[config.mk]
export PLATFORM = sky130hd
export DESIGN_NAME = uart_pattern_gen_flat
export DESIGN_NICKNAME = d
export VERILOG_FILES = /design/src/rtl/uart_pattern_gen_if.sv /design/src/rtl/uart_pattern_gen.sv /design/src/flat_wrapper.sv
export SDC_FILE = /design/constraint.sdc
export NUM_CORES = 1
export LEC_CHECK = 0
export BUFFER_PORTS_ARGS = -buffer_cell sky130_fd_sc_hd__buf_4
export CORE_MARGIN = 8
export CORE_UTILIZATION = 60
export DETAILED_ROUTE_END_ITERATION = 7
export GPL_TIMING_DRIVEN = 0
export PLACE_DENSITY_LB_ADDON = 0.2
export SETUP_SLACK_MARGIN = 0.05
export SLEW_MARGIN = 15
export SYNTH_ARGS = -nofsm -noshare
export SYNTH_HDL_FRONTEND = slang
export SYNTH_SLANG_ARGS = --single-unit
export TNS_END_PERCENT = 20
[constraint.sdc]
create_clock -name clk_i -period 5.5 [get_ports clk_i]
set_input_delay 1.1 -clock clk_i [delete_from_list [all_inputs] [get_ports clk_i]]
set_output_delay 1.1 -clock clk_i [all_outputs]
set_load 0.005 [all_outputs]
[src/rtl/uart_pattern_gen_if.sv]
// uart_pattern_gen_if: transmit-side link between the pattern generator and
// the uart block. The generator is the master: it presents a byte and a
// one-cycle trigger, and the uart reports transmitter idle on tx_ready_i.
interface uart_pattern_gen_if #(
   parameter int DATA_W = 8
);
   logic [DATA_W-1:0] tx_data_o;
   logic              tx_trigger_o;
   logic              tx_ready_i;

   modport master (
      output tx_data_o,
      output tx_trigger_o,
      input  tx_ready_i
   );

   modport slave (
      input  tx_data_o,
      input  tx_trigger_o,
      output tx_ready_i
   );
endinterface

[src/rtl/uart_pattern_gen.sv]
// uart_pattern_gen: UART transmit stimulus generator. Streams bytes from a
// writable pattern buffer, an incrementing counter or (optionally) a Galois
// LFSR into the uart transmitter, one trigger per ready period.
// Optional feature macro: UART_PATGEN_LFSR_EN builds the LFSR generator for
// mode 2; without it mode 2 behaves as the incrementing counter.
module uart_pattern_gen #(
   parameter int  DATA_W     = 8,
   parameter int  DEPTH      = 16,
   parameter int  CNT_W      = 16,
   parameter int  GAP_CYCLES = 0,
   localparam int AW         = $clog2(DEPTH)
) (
   input  logic               clk_i,
   input  logic               rst_n_i,
   input  logic               start_i,
   input  logic               stop_i,
   input  logic [1:0]         mode_i,
   input  logic [CNT_W-1:0]   burst_len_i,
   input  logic [AW:0]        pat_len_i,
   input  logic [DATA_W-1:0]  seed_i,
   input  logic               wr_en_i,
   input  logic [AW-1:0]      wr_addr_i,
   input  logic [DATA_W-1:0]  wr_data_i,
   uart_pattern_gen_if.master tx_if,
   output logic               busy_o,
   output logic               done_o,
   output logic [CNT_W-1:0]   sent_count_o
);

`ifdef UART_PATGEN_LFSR_EN
   // The LFSR taps are defined for an 8-bit register only.
   if (DATA_W != 8) begin : g_lfsr_width_chk
      $error("uart_pattern_gen: LFSR generator requires DATA_W == 8");
   end
`endif

   typedef enum logic [2:0] {
      S_IDLE,
      S_WAIT_READY,
      S_TRIGGER,
      S_WAIT_ACCEPT,
      S_GAP,
      S_DONE
   } state_t;

   typedef enum logic [1:0] {
      GEN_BUF,
      GEN_INCR,
      GEN_LFSR
   } gen_sel_t;

   // Gap counter runs 0 .. GAP_CYCLES-1 while in S_GAP.
   localparam int             GW       = (GAP_CYCLES > 1) ? $clog2(GAP_CYCLES) : 1;
   localparam logic [GW-1:0]  GAP_LAST = (GAP_CYCLES > 0) ? GW'(GAP_CYCLES - 1) : '0;
   localparam logic [AW:0]    PLEN_ONE = (AW+1)'(1);
   localparam logic [AW:0]    PLEN_MAX = (AW+1)'(DEPTH);

   state_t              state_q, state_d;
   gen_sel_t            gen_sel_q, gen_sel_d;
   logic [CNT_W-1:0]    burst_q, burst_d;
   logic [AW:0]         plen_q, plen_d;
   logic [AW-1:0]       idx_q, idx_d;
   logic [DATA_W-1:0]   gen_q, gen_d;
   logic [CNT_W-1:0]    sent_q, sent_d;
   logic                stop_pend_q, stop_pend_d;
   logic [GW-1:0]       gap_q, gap_d;
   logic [DATA_W-1:0]   tx_data_q, tx_data_d;
   logic [DATA_W-1:0]   mem_q [DEPTH];
   logic [DATA_W-1:0]   cur_byte;

   // Sent counter sticks at all-ones instead of wrapping.
   function automatic logic [CNT_W-1:0] sat_inc(input logic [CNT_W-1:0] v);
      return (&v) ? v : v + CNT_W'(1);
   endfunction

   // Buffer index wraps after the last valid entry of the pattern.
   function automatic logic [AW-1:0] wrap_inc(input logic [AW-1:0] i,
                                              input logic [AW:0]   len);
      return ({1'b0, i} == (len - PLEN_ONE)) ? '0 : i + AW'(1);
   endfunction

`ifdef UART_PATGEN_LFSR_EN
   // Galois LFSR step, taps 0xB8 (maximal length over the non-zero states).
   function automatic logic [DATA_W-1:0] lfsr_next(input logic [DATA_W-1:0] x);
      return (x >> 1) ^ (x[0] ? DATA_W'(8'hB8) : '0);
   endfunction
`endif

   // Byte the next trigger will present.
   assign cur_byte = (gen_sel_q == GEN_BUF) ? mem_q[idx_q] : gen_q;

   assign tx_if.tx_data_o    = tx_data_q;
   assign tx_if.tx_trigger_o = (state_q == S_TRIGGER);
   assign busy_o             = (state_q != S_IDLE);
   assign done_o             = (state_q == S_DONE);
   assign sent_count_o       = sent_q;

   // Pattern buffer write port; contents are not reset.
   always_ff @(posedge clk_i) begin
      if (wr_en_i) begin
         mem_q[wr_addr_i] <= wr_data_i;
      end
   end

   // Control and generator state registers.
   always_ff @(posedge clk_i or negedge rst_n_i) begin
      if (!rst_n_i) begin
         state_q     <= S_IDLE;
         gen_sel_q   <= GEN_BUF;
         burst_q     <= '0;
         plen_q      <= PLEN_ONE;
         idx_q       <= '0;
         gen_q       <= '0;
         sent_q      <= '0;
         stop_pend_q <= 1'b0;
         gap_q       <= '0;
         tx_data_q   <= '0;
      end else begin
         state_q     <= state_d;
         gen_sel_q   <= gen_sel_d;
         burst_q     <= burst_d;
         plen_q      <= plen_d;
         idx_q       <= idx_d;
         gen_q       <= gen_d;
         sent_q      <= sent_d;
         stop_pend_q <= stop_pend_d;
         gap_q       <= gap_d;
         tx_data_q   <= tx_data_d;
      end
   end

   // Next-state, run setup and generator advance.
   always_comb begin
      state_d     = state_q;
      gen_sel_d   = gen_sel_q;
      burst_d     = burst_q;
      plen_d      = plen_q;
      idx_d       = idx_q;
      gen_d       = gen_q;
      sent_d      = sent_q;
      stop_pend_d = stop_pend_q;
      gap_d       = gap_q;
      tx_data_d   = tx_data_q;

      unique case (state_q)
         S_IDLE: begin
            if (start_i && !stop_i) begin
               state_d     = S_WAIT_READY;
               burst_d     = burst_len_i;
               sent_d      = '0;
               idx_d       = '0;
               stop_pend_d = 1'b0;
               gen_d       = seed_i;
               if (pat_len_i == '0) begin
                  plen_d = PLEN_ONE;
               end else if (pat_len_i > PLEN_MAX) begin
                  plen_d = PLEN_MAX;
               end else begin
                  plen_d = pat_len_i;
               end
               case (mode_i)
                  2'd1:    gen_sel_d = GEN_INCR;
`ifdef UART_PATGEN_LFSR_EN
                  2'd2: begin
                     gen_sel_d = GEN_LFSR;
                     // The all-zero state would lock the LFSR up.
                     if (seed_i == '0) begin
                        gen_d = DATA_W'(1);
                     end
                  end
`else
                  2'd2:    gen_sel_d = GEN_INCR;
`endif
                  default: gen_sel_d = GEN_BUF;
               endcase
            end
         end

         S_WAIT_READY: begin
            if (stop_i) begin
               state_d = S_DONE;
            end else if (tx_if.tx_ready_i) begin
               state_d   = S_TRIGGER;
               tx_data_d = cur_byte;
            end
         end

         S_TRIGGER: begin
            if (stop_i) begin
               stop_pend_d = 1'b1;
            end
            state_d = S_WAIT_ACCEPT;
         end

         S_WAIT_ACCEPT: begin
            if (stop_i) begin
               stop_pend_d = 1'b1;
            end
            // Ready falling means the uart has taken the byte.
            if (!tx_if.tx_ready_i) begin
               sent_d = sat_inc(sent_q);
               case (gen_sel_q)
                  GEN_INCR: gen_d = gen_q + DATA_W'(1);
`ifdef UART_PATGEN_LFSR_EN
                  GEN_LFSR: gen_d = lfsr_next(gen_q);
`endif
                  default:  idx_d = wrap_inc(idx_q, plen_q);
               endcase
               if (((burst_q != '0) && (sent_d == burst_q)) || stop_pend_q || stop_i) begin
                  state_d = S_DONE;
               end else if (GAP_CYCLES == 0) begin
                  state_d = S_WAIT_READY;
               end else begin
                  state_d = S_GAP;
                  gap_d   = '0;
               end
            end
         end

         S_GAP: begin
            if (stop_i) begin
               state_d = S_DONE;
            end else if (gap_q == GAP_LAST) begin
               state_d = S_WAIT_READY;
            end else begin
               gap_d = gap_q + GW'(1);
            end
         end

         S_DONE: begin
            state_d = S_IDLE;
         end

         default: begin
            state_d = S_IDLE;
         end
      endcase
   end

endmodule

[src/flat_wrapper.sv]
// flat-port wrapper written by rule: the top's interface ports become plain ports
module uart_pattern_gen_flat 
#(
   parameter int  DATA_W     = 8,
   parameter int  DEPTH      = 16,
   parameter int  CNT_W      = 16,
   parameter int  GAP_CYCLES = 0,
   localparam int AW         = $clog2(DEPTH)
)
  (clk_i, rst_n_i, start_i, stop_i, mode_i, burst_len_i, pat_len_i, seed_i, wr_en_i, wr_addr_i, wr_data_i, busy_o, done_o, sent_count_o, tx_if_tx_data_o, tx_if_tx_trigger_o, tx_if_tx_ready_i);
  uart_pattern_gen_if #(.DATA_W(DATA_W)) tx_if_i ();
  input  logic clk_i;
  input  logic rst_n_i;
  input  logic start_i;
  input  logic stop_i;
  input  logic [1:0] mode_i;
  input  logic [CNT_W-1:0] burst_len_i;
  input  logic [AW:0] pat_len_i;
  input  logic [DATA_W-1:0] seed_i;
  input  logic wr_en_i;
  input  logic [AW-1:0] wr_addr_i;
  input  logic [DATA_W-1:0] wr_data_i;
  output logic busy_o;
  output logic done_o;
  output logic [CNT_W-1:0] sent_count_o;
  output wire logic [$bits(tx_if_i.tx_data_o)-1:0] tx_if_tx_data_o;
  output wire logic [$bits(tx_if_i.tx_trigger_o)-1:0] tx_if_tx_trigger_o;
  input wire logic [$bits(tx_if_i.tx_ready_i)-1:0] tx_if_tx_ready_i;
  assign tx_if_tx_data_o = tx_if_i.tx_data_o;
  assign tx_if_tx_trigger_o = tx_if_i.tx_trigger_o;
  assign tx_if_i.tx_ready_i = tx_if_tx_ready_i;
  uart_pattern_gen #(.DATA_W(DATA_W), .DEPTH(DEPTH), .CNT_W(CNT_W), .GAP_CYCLES(GAP_CYCLES)) u_core (.clk_i(clk_i), .rst_n_i(rst_n_i), .start_i(start_i), .stop_i(stop_i), .mode_i(mode_i), .burst_len_i(burst_len_i), .pat_len_i(pat_len_i), .seed_i(seed_i), .wr_en_i(wr_en_i), .wr_addr_i(wr_addr_i), .wr_data_i(wr_data_i), .tx_if(tx_if_i), .busy_o(busy_o), .done_o(done_o), .sent_count_o(sent_count_o));
endmodule
==> results.toml, run 1 <==
[route]
wl_microns = 20250
remaining_drc_errors = 0
num_vias = 5706
drt_iter0_drc = 469
first_pass_iters = 5
antenna_left = 0
vias_per_cell = 6.202
wl_per_cell_microns = 22.01

[setup_path]
cp-startpoint = "u_core.sent_count_o[0]$_DFFE_PN0P_"
cp-start-kind = "register"
crit_type = "reg -> reg"
worstPathRequired_ns = 5.82
worst_ep_arrival_time_ns = 3.30
worstRegToRegCells = 7
path_max_fanout = 6
critPathCaptureType = "register"
r2r_start = "u_core.sent_count_o[0]$_DFFE_PN0P_"

[logic_synthesis]
yosys_warnings = 0
synth-edff-count = 128
ys_seq_area_share_pct = 62.57
synth_async_sr_flop_share_pct = 32.63
ys_seq_elements = 190
syn_area_sq_um = 8625
syn_inst = 628
synth_area_per_cell_sq_um = 13.73
synth-main-ff-cell = "edfxtp_1"
mappedNetlistNets = 681
synth_cell_types = 62

[grt]
grt_pass1_vias = 5765
grt-busiest-layer = "met2"
met1_usage_pct = 28.89
grt_max_degree = 63
grt.met3_usage_pct = 4.508
grt_use_met2_pct = 39.26
grt_pass1_wl_microns = 31870
globalRouteTotalUtil_pct = 22.89
overflow = 0
antenna_found_initial = 0

[floorplan]
ios = 76
initial_core_util_pct = 60.25
die-width_microns = 135.9
die_height_microns = 135.9
floorplan.die_area_sq_um = 18470
rows = 44
core_sq_um = 14310

[timing]
fin_crit_ns = 2.983
fmax_mhz = 335.2
hold_viol = 0
rsz0062_at_grt = "no"
tns_ns = 0
relSlewSlack_pct = 33.34
finClkSkew_ns = 0.009067
setup_viol = 0
worst_pin_slew_ns = 0.9962
slew_violations = 0
period_share_pct = 54.24
whs_ns = 0.5293

[clocking]
tritoncts = "yes"
post-cts-setup-buffers = 0
holdBufCountCts = 0
cts_buffers = 17
htreeDepth = 4
cts_buffer_depth = 2
cts_resized = 0
clk_pin_slew_ns = 0.07
ctsRootBufferMaster = "clkbuf_16"
cts.sinks = 190
clk_latency_ns = 0.42

[power]
ir_worst_vdd_v = 0.0002405
switching_share_pct = 32.28
switching_power_mw = 1.356
p_int_mw = 2.844
pwr-share-comb_pct = 27.8
p_seq_share_pct = 44.9
power_frac_clock_pct = 27.2
powerDensity_nw_per_um2 = 419.9
p_leak_nw = 3.773

[final_layout]
final_common_cell = "edfxtp_1"
n_antenna_cell = 0
final_cells = 920
drive_gt1_share_pct = 25.14
finalNetCount = 776
mostFrequentLayoutCells = "edfxtp_1 (128), nand2_1 (90), buf_4 (80)"
area_growth_pct = 15.97

[place]
io_buffers = 75
gp_congestion = 0.9167
place_inst = 888
place_hpwl_microns = 14630

[worst_hold_path]
hold_depth = 2
hp-start = "u_core.plen_q[3]$_DFFE_PN0P_"
hold_class = "reg -> reg"

[run]
max_cap_viol_count = 0

[outcome]
status = "complete, no violations"
-- registers in the layout, summed over array words and instances (netlist names) --
signal                  cells
u_core.gen_sel_q            1
u_core.sent_count_o        16
u_core.gen_q                8
u_core.tx_if.tx_data_o      8
u_core.stop_pend_q          1
u_core.burst_q             16
u_core.plen_q               5
u_core.state_q              3
u_core.mem_q              128
u_core.idx_q                4
-- worst paths after layout --
path / slack (ns) / to
setup / recovery: 2.52 / u_core.state_q[2]$_DFFE_PN0P_
hold / removal: 0.53 / u_core.plen_q[3]$_DFFE_PN0P_
setup reg to reg: 2.52 / u_core.state_q[2]$_DFFE_PN0P_
hold reg to reg: 0.53 / u_core.plen_q[3]$_DFFE_PN0P_
max in group asynchronous: 4.20 / u_core.sent_count_o[14]$_DFFE_PN0P_
min in group asynchronous: 0.75 / u_core.gen_q[4]$_DFFE_PN0P_
-- power by group through the flow --
stage,logic (mW),clock network (mW),registers [mW]
2_1_floorplan,0.807,0,1.86
3_3_place_gp,1.13,0,1.90
3_5_place_dp,1.17,0,1.91
4_1_cts,1.18,1.15,1.88
5_1_grt,1.30,1.20,1.91
6_report,1.17,1.14,1.89
-- cells by family (layout without fill, tap and decap cells) --
group,Yosys count,count (layout),synth area share (%)
xor+xnor,26,26,2.640
fa+ha+maj,4,4,0.5803
mux,54,54,12.08
buf+inv,42,150,2.176
compound gates,98,98,6.935
simple gates,214,214,13.01
flops,190,190,62.57
-- per-layer routing --
layer,wire length (microns),up-vias
met3,1202,33
met2,10610,203
met5,0,-
met4,359,0
li1,-,2585
met1,8080,2885
-- cells in the mapped netlist (all sizes together), types with 5 or more instances --
cell | n | area (sq um)
edfxtp | 128 | 3844
nand2 | 90 | 337.8
dfrtp | 61 | 1526
mux4 | 40 | 900.9
nor2 | 40 | 160.2
o21ai | 33 | 165.2
a21oi | 29 | 145.1
buf | 18 | 97.60
nand3 | 18 | 100.1
xnor2 | 17 | 148.9
clkbuf | 15 | 56.30
mux2i | 13 | 130.1
and3 | 11 | 75.07
nor4 | 11 | 98.84
nor3 | 10 | 61.31
inv | 9 | 33.78
xor2 | 9 | 78.83
nand4 | 8 | 86.33
nand3b | 6 | 45.04
a311oi | 5 | 43.79
a31oi | 5 | 31.28
and4 | 5 | 48.80
-- critical path, stage by stage, from the launching register on --
cell and delay [ns]:
dfrtp_1 0.51, ha_1 0.38, nand3_1 0.34, a211oi_1 0.55
xnor2_1 0.18, o21ai_0 0.10, or4_4 0.54, o31ai_2 0.27
-- through the flow --
| step | worst slack (ns) | cell area, sq um | power (mW) | utilization (%) |
|---|---|---|---|---|
| 5_1_grt | 2.368 | 10000 | 4.413 | 69.88 |
| 2_1_floorplan | 2.789 | 8625 | 2.664 | - |
| 4_1_cts | 2.512 | 9981 | 4.215 | 69.73 |
| 3_5_place_dp | 2.332 | 9430 | 3.081 | 65.88 |
| 6_report | 2.517 | 10000 | 4.200 | 69.88 |
| 3_3_place_gp | 2.203 | 9418 | 3.034 | 65.80 |
-- final cells by class --
cell class / instances / area, sq um
Sequential cell: 190 / 5396
Multi-Input combinational cell: 396 / 3067
Timing Repair Buffer: 76 / 570.5
Buffer: 33 / 153.9
Clock inverter: 15 / 125.1
Inverter: 9 / 33.78
Clock buffer: 17 / 425.4
Fill cell: 966 / 4312
Tap cell: 184 / 230.2
(Power assumes the default switching activity.)
==> run 2, diff against run 1 <==
CORE_UTILIZATION = 54   (was 60)
clock period = 2.5 ns   (was 5.5 ns; I/O delays follow)
==> run 2 against run 1 <==
- highest routed layer unchanged
- via count shrank 0.46%
- largest cell class unchanged
- die area grew 9.8%
- clock-buffer cell count is the same
- clock skew shrank 0.0033 ns
- largest power group unchanged
- utilization shrank 5.4 points
- wire length grew 1.5%
==> results.toml, run 2 (synthesized netlist as in run 1, its figures left out) <==
[outcome]
status = "complete, no violations"

[power]
p_leak_nw = 3.802
pwr-share-comb_pct = 28.7
p_seq_share_pct = 44.3
powerDensity_nw_per_um2 = 926.2
design_power_total_mw = 9.421
p_int_mw = 6.367
power_frac_clock_pct = 27.0
switching_share_pct = 32.42
switching_power_mw = 3.054
ir_worst_vdd_v = 0.0005687

[route]
antenna_left = 0
first_pass_iters = 5
remaining_drc_errors = 0
vias_per_cell = 5.954
drt_iter0_drc = 360
wl_microns = 20560
num_vias = 5680
wl_per_cell_microns = 21.56

[final_layout]
finalNetCount = 778
final_common_cell = "edfxtp_1"
drive_gt1_share_pct = 27.78
top_register = "u_core.mem_q"
n_antenna_cell = 0
fin_area_sq_um = 10170
mostFrequentLayoutCells = "edfxtp_1 (128), nand2_1 (90), buf_4 (84)"
area_growth_pct = 17.93
final_cells = 954
largest_reg_flops = 128

[grt]
grt_pass1_wl_microns = 32000
antenna_found_initial = 0
grt_max_degree = 63
overflow = 0
globalRouteTotalUtil_pct = 21.01
grt_pass1_vias = 5739

[timing]
worst_pin_slew_ns = 0.8706
hold_viol = 0
fin_crit_ns = 2.458
rsz0062_at_grt = "yes"
finClkSkew_ns = 0.005807
setup_viol = 0
fmax_mhz = 406.9
slew_violations = 0
period_share_pct = 98.30
relSlewSlack_pct = 41.74

[floorplan]
core_sq_um = 15770
floorplan.die_area_sq_um = 20270
die-width_microns = 142.4
initial_core_util_pct = 54.69
rows = 46
ios = 76
die_height_microns = 142.4

[place]
place_hpwl_microns = 14510
postPlaceCellArea_sq_um = 9468
place_inst = 919
gp_congestion = 0.8960
io_buffers = 75

[clocking]
clk_latency_ns = 0.43
cts.sinks = 190
cts_buffer_depth = 2
tritoncts = "yes"
cts_buffers = 17
holdBufCountCts = 0
htreeDepth = 4
clk_pin_slew_ns = 0.07
ctsRootBufferMaster = "clkbuf_16"

[setup_path]
slowest_stage = "or4_4"
crit_chain = "ha_4 -> and3_1 -> nand4_4 -> mux2i_2 -> xor2_1 -> nand4_1 -> or4_4 -> o31ai_2"
cp-start-kind = "register"
worst-path-buf-inv = 0
path_delay_family = "simple AND/OR/NAND/NOR gates"
worstPathRequired_ns = 2.84
cpPeakStageDelay_ns = 0.54
crit_type = "reg -> reg"
critPathCaptureType = "register"
worst_ep_arrival_time_ns = 2.79
path_max_fanout = 6

[worst_hold_path]
hold_class = "in -> async"

[run]
max_cap_viol_count = 0
[run 2: cell types whose count changed in the layout (fill, tap and decap cells not counted), sizes merged]
| cell | change |
|---|---|
| clkinv | -1 |
| clkbuf | +2 |
| inv | +1 |
[run 2: area by class of cell]
type                            instances  area, sq um
Fill cell                            1215         5599
Tap cell                              216        270.3
Multi-Input combinational cell        396         3139
Clock inverter                         15        126.4
Buffer                                 32        183.9
Inverter                                9        33.78
Timing Repair Buffer                   79        593.1
Sequential cell                       190         5399
Clock buffer                           17        425.4
[run 2: per-stage QoR]
step	util (%)	hold WS, ns	TNS [ns]	setup WS [ns]
2_1_floorplan	-	0.2044	0	0.1107
3_3_place_gp	59.97	0.4879	-2.299	-0.2744
3_5_place_dp	60.04	0.4888	-1.846	-0.3435
4_1_cts	63.93	0.1767	0	0.01385
5_1_grt	64.50	0.2123	0	0.003168
6_report	64.50	0.1596	0	0.04248
[run 2: worst paths after layout]
check	startpoint	endpoint	slack, ns	cells after the start
max reg2reg	u_core.sent_count_o[1]$_DFFE_PN0P_	u_core.state_q[2]$_DFFE_PN0P_	0.04	8
min	rst_n_i	u_core.gen_q[5]$_DFFE_PN0P_	0.16	1
min reg2reg	u_core.stop_pend_q$_DFFE_PN0P_	u_core.stop_pend_q$_DFFE_PN0P_	0.52	2
max	u_core.sent_count_o[1]$_DFFE_PN0P_	u_core.state_q[2]$_DFFE_PN0P_	0.04	8
min in group clk_i	pat_len_i[4]	u_core.plen_q[0]$_DFFE_PN1P_	0.23	2
max in group asynchronous	rst_n_i	u_core.sent_count_o[1]$_DFFE_PN0P_	1.77	1
[run 2: repair_timing]
item | in CTS | in global routing
endpoints found under the setup margin | 16 | 13
pin swaps | 1 | 3
cloned | 0 | 0
resized for setup | 19 | 11
setup buffers | 0 | 4
[run 2: power by group through the flow]
stage,Sequential (mW),Combinational [mW],Clock [mW]
after detailed placement,4.21,2.56,0
after global placement,4.19,2.48,0
after CTS,4.15,2.64,2.58
final,4.17,2.71,2.54
after floorplan,4.09,1.77,0
after global routing,4.23,2.98,2.69
[run 2: routing by layer]
layer  global-route usage [%]  vias to the layer above  share of wire, %
met4                    9.396                        0               2.8
met2                    34.33                      229                49
met3                    4.730                       39               7.4
li1                         -                     2577                 -
met5                        0                        -                 0
met1                    26.37                     2835                41
==> run 3, diff against run 2 <==
clock period = 2.05 ns   (was 2.5 ns; I/O delays follow)
==> run 3 against run 2 <==
- the run now ends with negative setup slack left
- critical path type unchanged
- flip-flop and latch count stayed put
- combinational power grew 35%
- global-route usage is essentially flat
- highest routed layer unchanged
- clock skew up 0.0029 ns
- register-to-register slack got worse by 0.20 ns
- die area unchanged
- first-iteration DRC count grew 42%
- total power up 28%
- final cell count grew 2.2%
- utilization grew 2.9 points
- setup slack got worse by 0.20 ns
- critical path depth stayed put
==> results.toml, run 3 (synthesized netlist as in run 1, its figures left out) <==
[timing]
whs_ns = 0.04172
finClkSkew_ns = 0.008712
worst_pin_slew_ns = 0.8903
setup_ws_ns = -0.1603
period_share_pct = 107.8
slew_violations = 0
fin_crit_ns = 2.210
rsz0062_at_grt = "yes"
hold_viol = 0
relSlewSlack_pct = 40.42
setup_viol = 10
fmax_mhz = 452.4

[floorplan]
die-width_microns = 142.4
core_sq_um = 15770
floorplan.die_area_sq_um = 20270
initial_core_util_pct = 54.69
die_height_microns = 142.4
rows = 46
ios = 76

[run]
max_cap_viol_count = 0

[setup_path]
r2r-end = "u_core.state_q[2]$_DFFE_PN0P_"
worstRegToRegCells = 8
worst_ep_arrival_time_ns = 2.56
slowest_stage = "or4_4"
cpPeakStageDelay_ns = 0.54
crit_type = "reg -> reg"
critPathCaptureType = "register"
path_max_fanout = 5
worstPathRequired_ns = 2.40
crit_chain = "ha_4 -> nand3_4 -> buf_12 -> a211oi_4 -> xnor2_1 -> o21ai_0 -> or4_4 -> o31ai_2"
r2r_slack_ns = -0.16
cp-start-kind = "register"
r2r_start = "u_core.sent_count_o[1]$_DFFE_PN0P_"

[clocking]
cts_buffer_depth = 2
tritoncts = "yes"
ctsRootBufferMaster = "clkbuf_16"
cts_buffers = 17
cts.sinks = 190
clk_latency_ns = 0.43
clk_pin_slew_ns = 0.07
htreeDepth = 4

[grt]
grt_pass1_vias = 5867
grt_max_degree = 63
overflow = 0
antenna_found_initial = 0
globalRouteTotalUtil_pct = 21.01
grt_pass1_wl_microns = 32290

[final_layout]
n_antenna_cell = 0
area_growth_pct = 23.18
drive_gt1_share_pct = 32.94
final_cells = 975
mostFrequentLayoutCells = "edfxtp_1 (128), buf_4 (101), nand2_1 (90)"
top_register = "u_core.mem_q"
final_common_cell = "edfxtp_1"
largest_reg_flops = 128
finalNetCount = 800

[outcome]
violations = "negative setup slack"
status = "finished with violations"

[power]
powerDensity_nw_per_um2 = 1137
power_frac_clock_pct = 27.8
ir_worst_vdd_v = 0.0007251
p_leak_nw = 3.974
pwr-share-comb_pct = 30.2
switching_power_mw = 3.820
p_int_mw = 8.262
switching_share_pct = 31.62
p_seq_share_pct = 42.0

[route]
wl_per_cell_microns = 21.46
num_vias = 5841
vias_per_cell = 5.991
first_pass_iters = 4
remaining_drc_errors = 0
drt_iter0_drc = 512
wl_microns = 20930
antenna_left = 0

[place]
place_inst = 920
gp_congestion = 0.8579
place_hpwl_microns = 14450
io_buffers = 75

[worst_hold_path]
hold_class = "in -> async"
==> run 3: cell count changes in the layout (fill, tap and decap cells not counted), moves of 3 or more <==
cell / delta
dfrtp_2: +5
buf_6: +4
nand3_1: -4
buf_4: +17
buf_2: -3
dfrtp_1: -5
nor2_1: -4
inv_6: -3
clkinv_2: -3
buf_12: +4
==> run 3: worst max-delay path by stage <==
| stage | startpoint | end | cells past startpoint |
|---|---|---|---|
| final | u_core.sent_count_o[1]$_DFFE_PN0P_ | u_core.state_q[2]$_DFFE_PN0P_ | 8 |
| after global routing | u_core.sent_count_o[10]$_DFFE_PN0P_ | u_core.state_q[2]$_DFFE_PN0P_ | 8 |
| after CTS | u_core.sent_count_o[5]$_DFFE_PN0P_ | u_core.state_q[2]$_DFFE_PN0P_ | 8 |
| after detailed placement | u_core.state_q[2]$_DFFE_PN0P_ | u_core.idx_q[2]$_DFFE_PN0P_ | 8 |
| after global placement | wr_addr_i[2] | u_core.mem_q[0][2]$_DFFE_PP_ | 3 |
| after floorplan | u_core.sent_count_o[0]$_DFFE_PN0P_ | u_core.state_q[2]$_DFFE_PN0P_ | 8 |
==> run 3: timing repair <==
action / CTS / global route
endpoints found under the setup margin: 32 / 33
pin swaps: 19 / 11
hold endpoints to repair: 0 / 0
resized for setup: 39 / 20
setup buffers: 16 / 7
hold buffers: 0 / 0
gates cloned: 0 / 2
==> run 3: worst max-delay path: cells and delay by family (launching register included) <==
| family | cells | cell delay [ns] |
|---|---|---|
| xor+xnor | 1 | 0.17 |
| simple gates | 2 | 0.65 |
| buf+inv | 1 | 0.15 |
| compound gates | 3 | 0.56 |
| flops | 1 | 0.40 |
| fa+ha+maj | 1 | 0.19 |
==> run 3: cell type report <==
type                            instances  area [sq um]
Clock buffer                           17         425.4
Buffer                                 32         267.8
Timing Repair Buffer                  101         805.8
Fill cell                            1135          5146
Tap cell                              216         270.3
Clock inverter                         14         176.4
Multi-Input combinational cell        396          3239
Sequential cell                       190          5405
Inverter                                9         33.78
==> run 3: per-stage QoR <==
stage | cell area (sq um) | util [%] | setup TNS, ns | power (mW) | setup WS, ns
2_1_floorplan | 8717 | - | -0.01879 | 7.225 | -0.01879
3_3_place_gp | 9550 | 60.56 | -14.40 | 8.225 | -0.5566
3_5_place_dp | 9578 | 60.73 | -9.390 | 8.328 | -0.5702
4_1_cts | 10460 | 66.30 | -0.5677 | 11.89 | -0.1448
5_1_grt | 10620 | 67.37 | -2.094 | 12.63 | -0.2439
6_report | 10620 | 67.37 | -0.6250 | 12.08 | -0.1603
==> run 3: power groups by stage <==
stage	Sequential, mW	Clock, mW	Combinational [mW]
floorplan	5.00	0	2.23
global placement	5.13	0	3.09
detailed placement	5.16	0	3.17
CTS	5.05	3.39	3.45
global route	5.12	3.53	3.98
finish	5.07	3.36	3.65
==> run 3: layer usage <==
| layer | routed length, microns | GRT usage, % |
|---|---|---|
| met4 | 299 | 6.264 |
| met3 | 1304 | 4.093 |
| met1 | 8984 | 27.79 |
| met5 | 0 | 0 |
| met2 | 10340 | 34.63 |
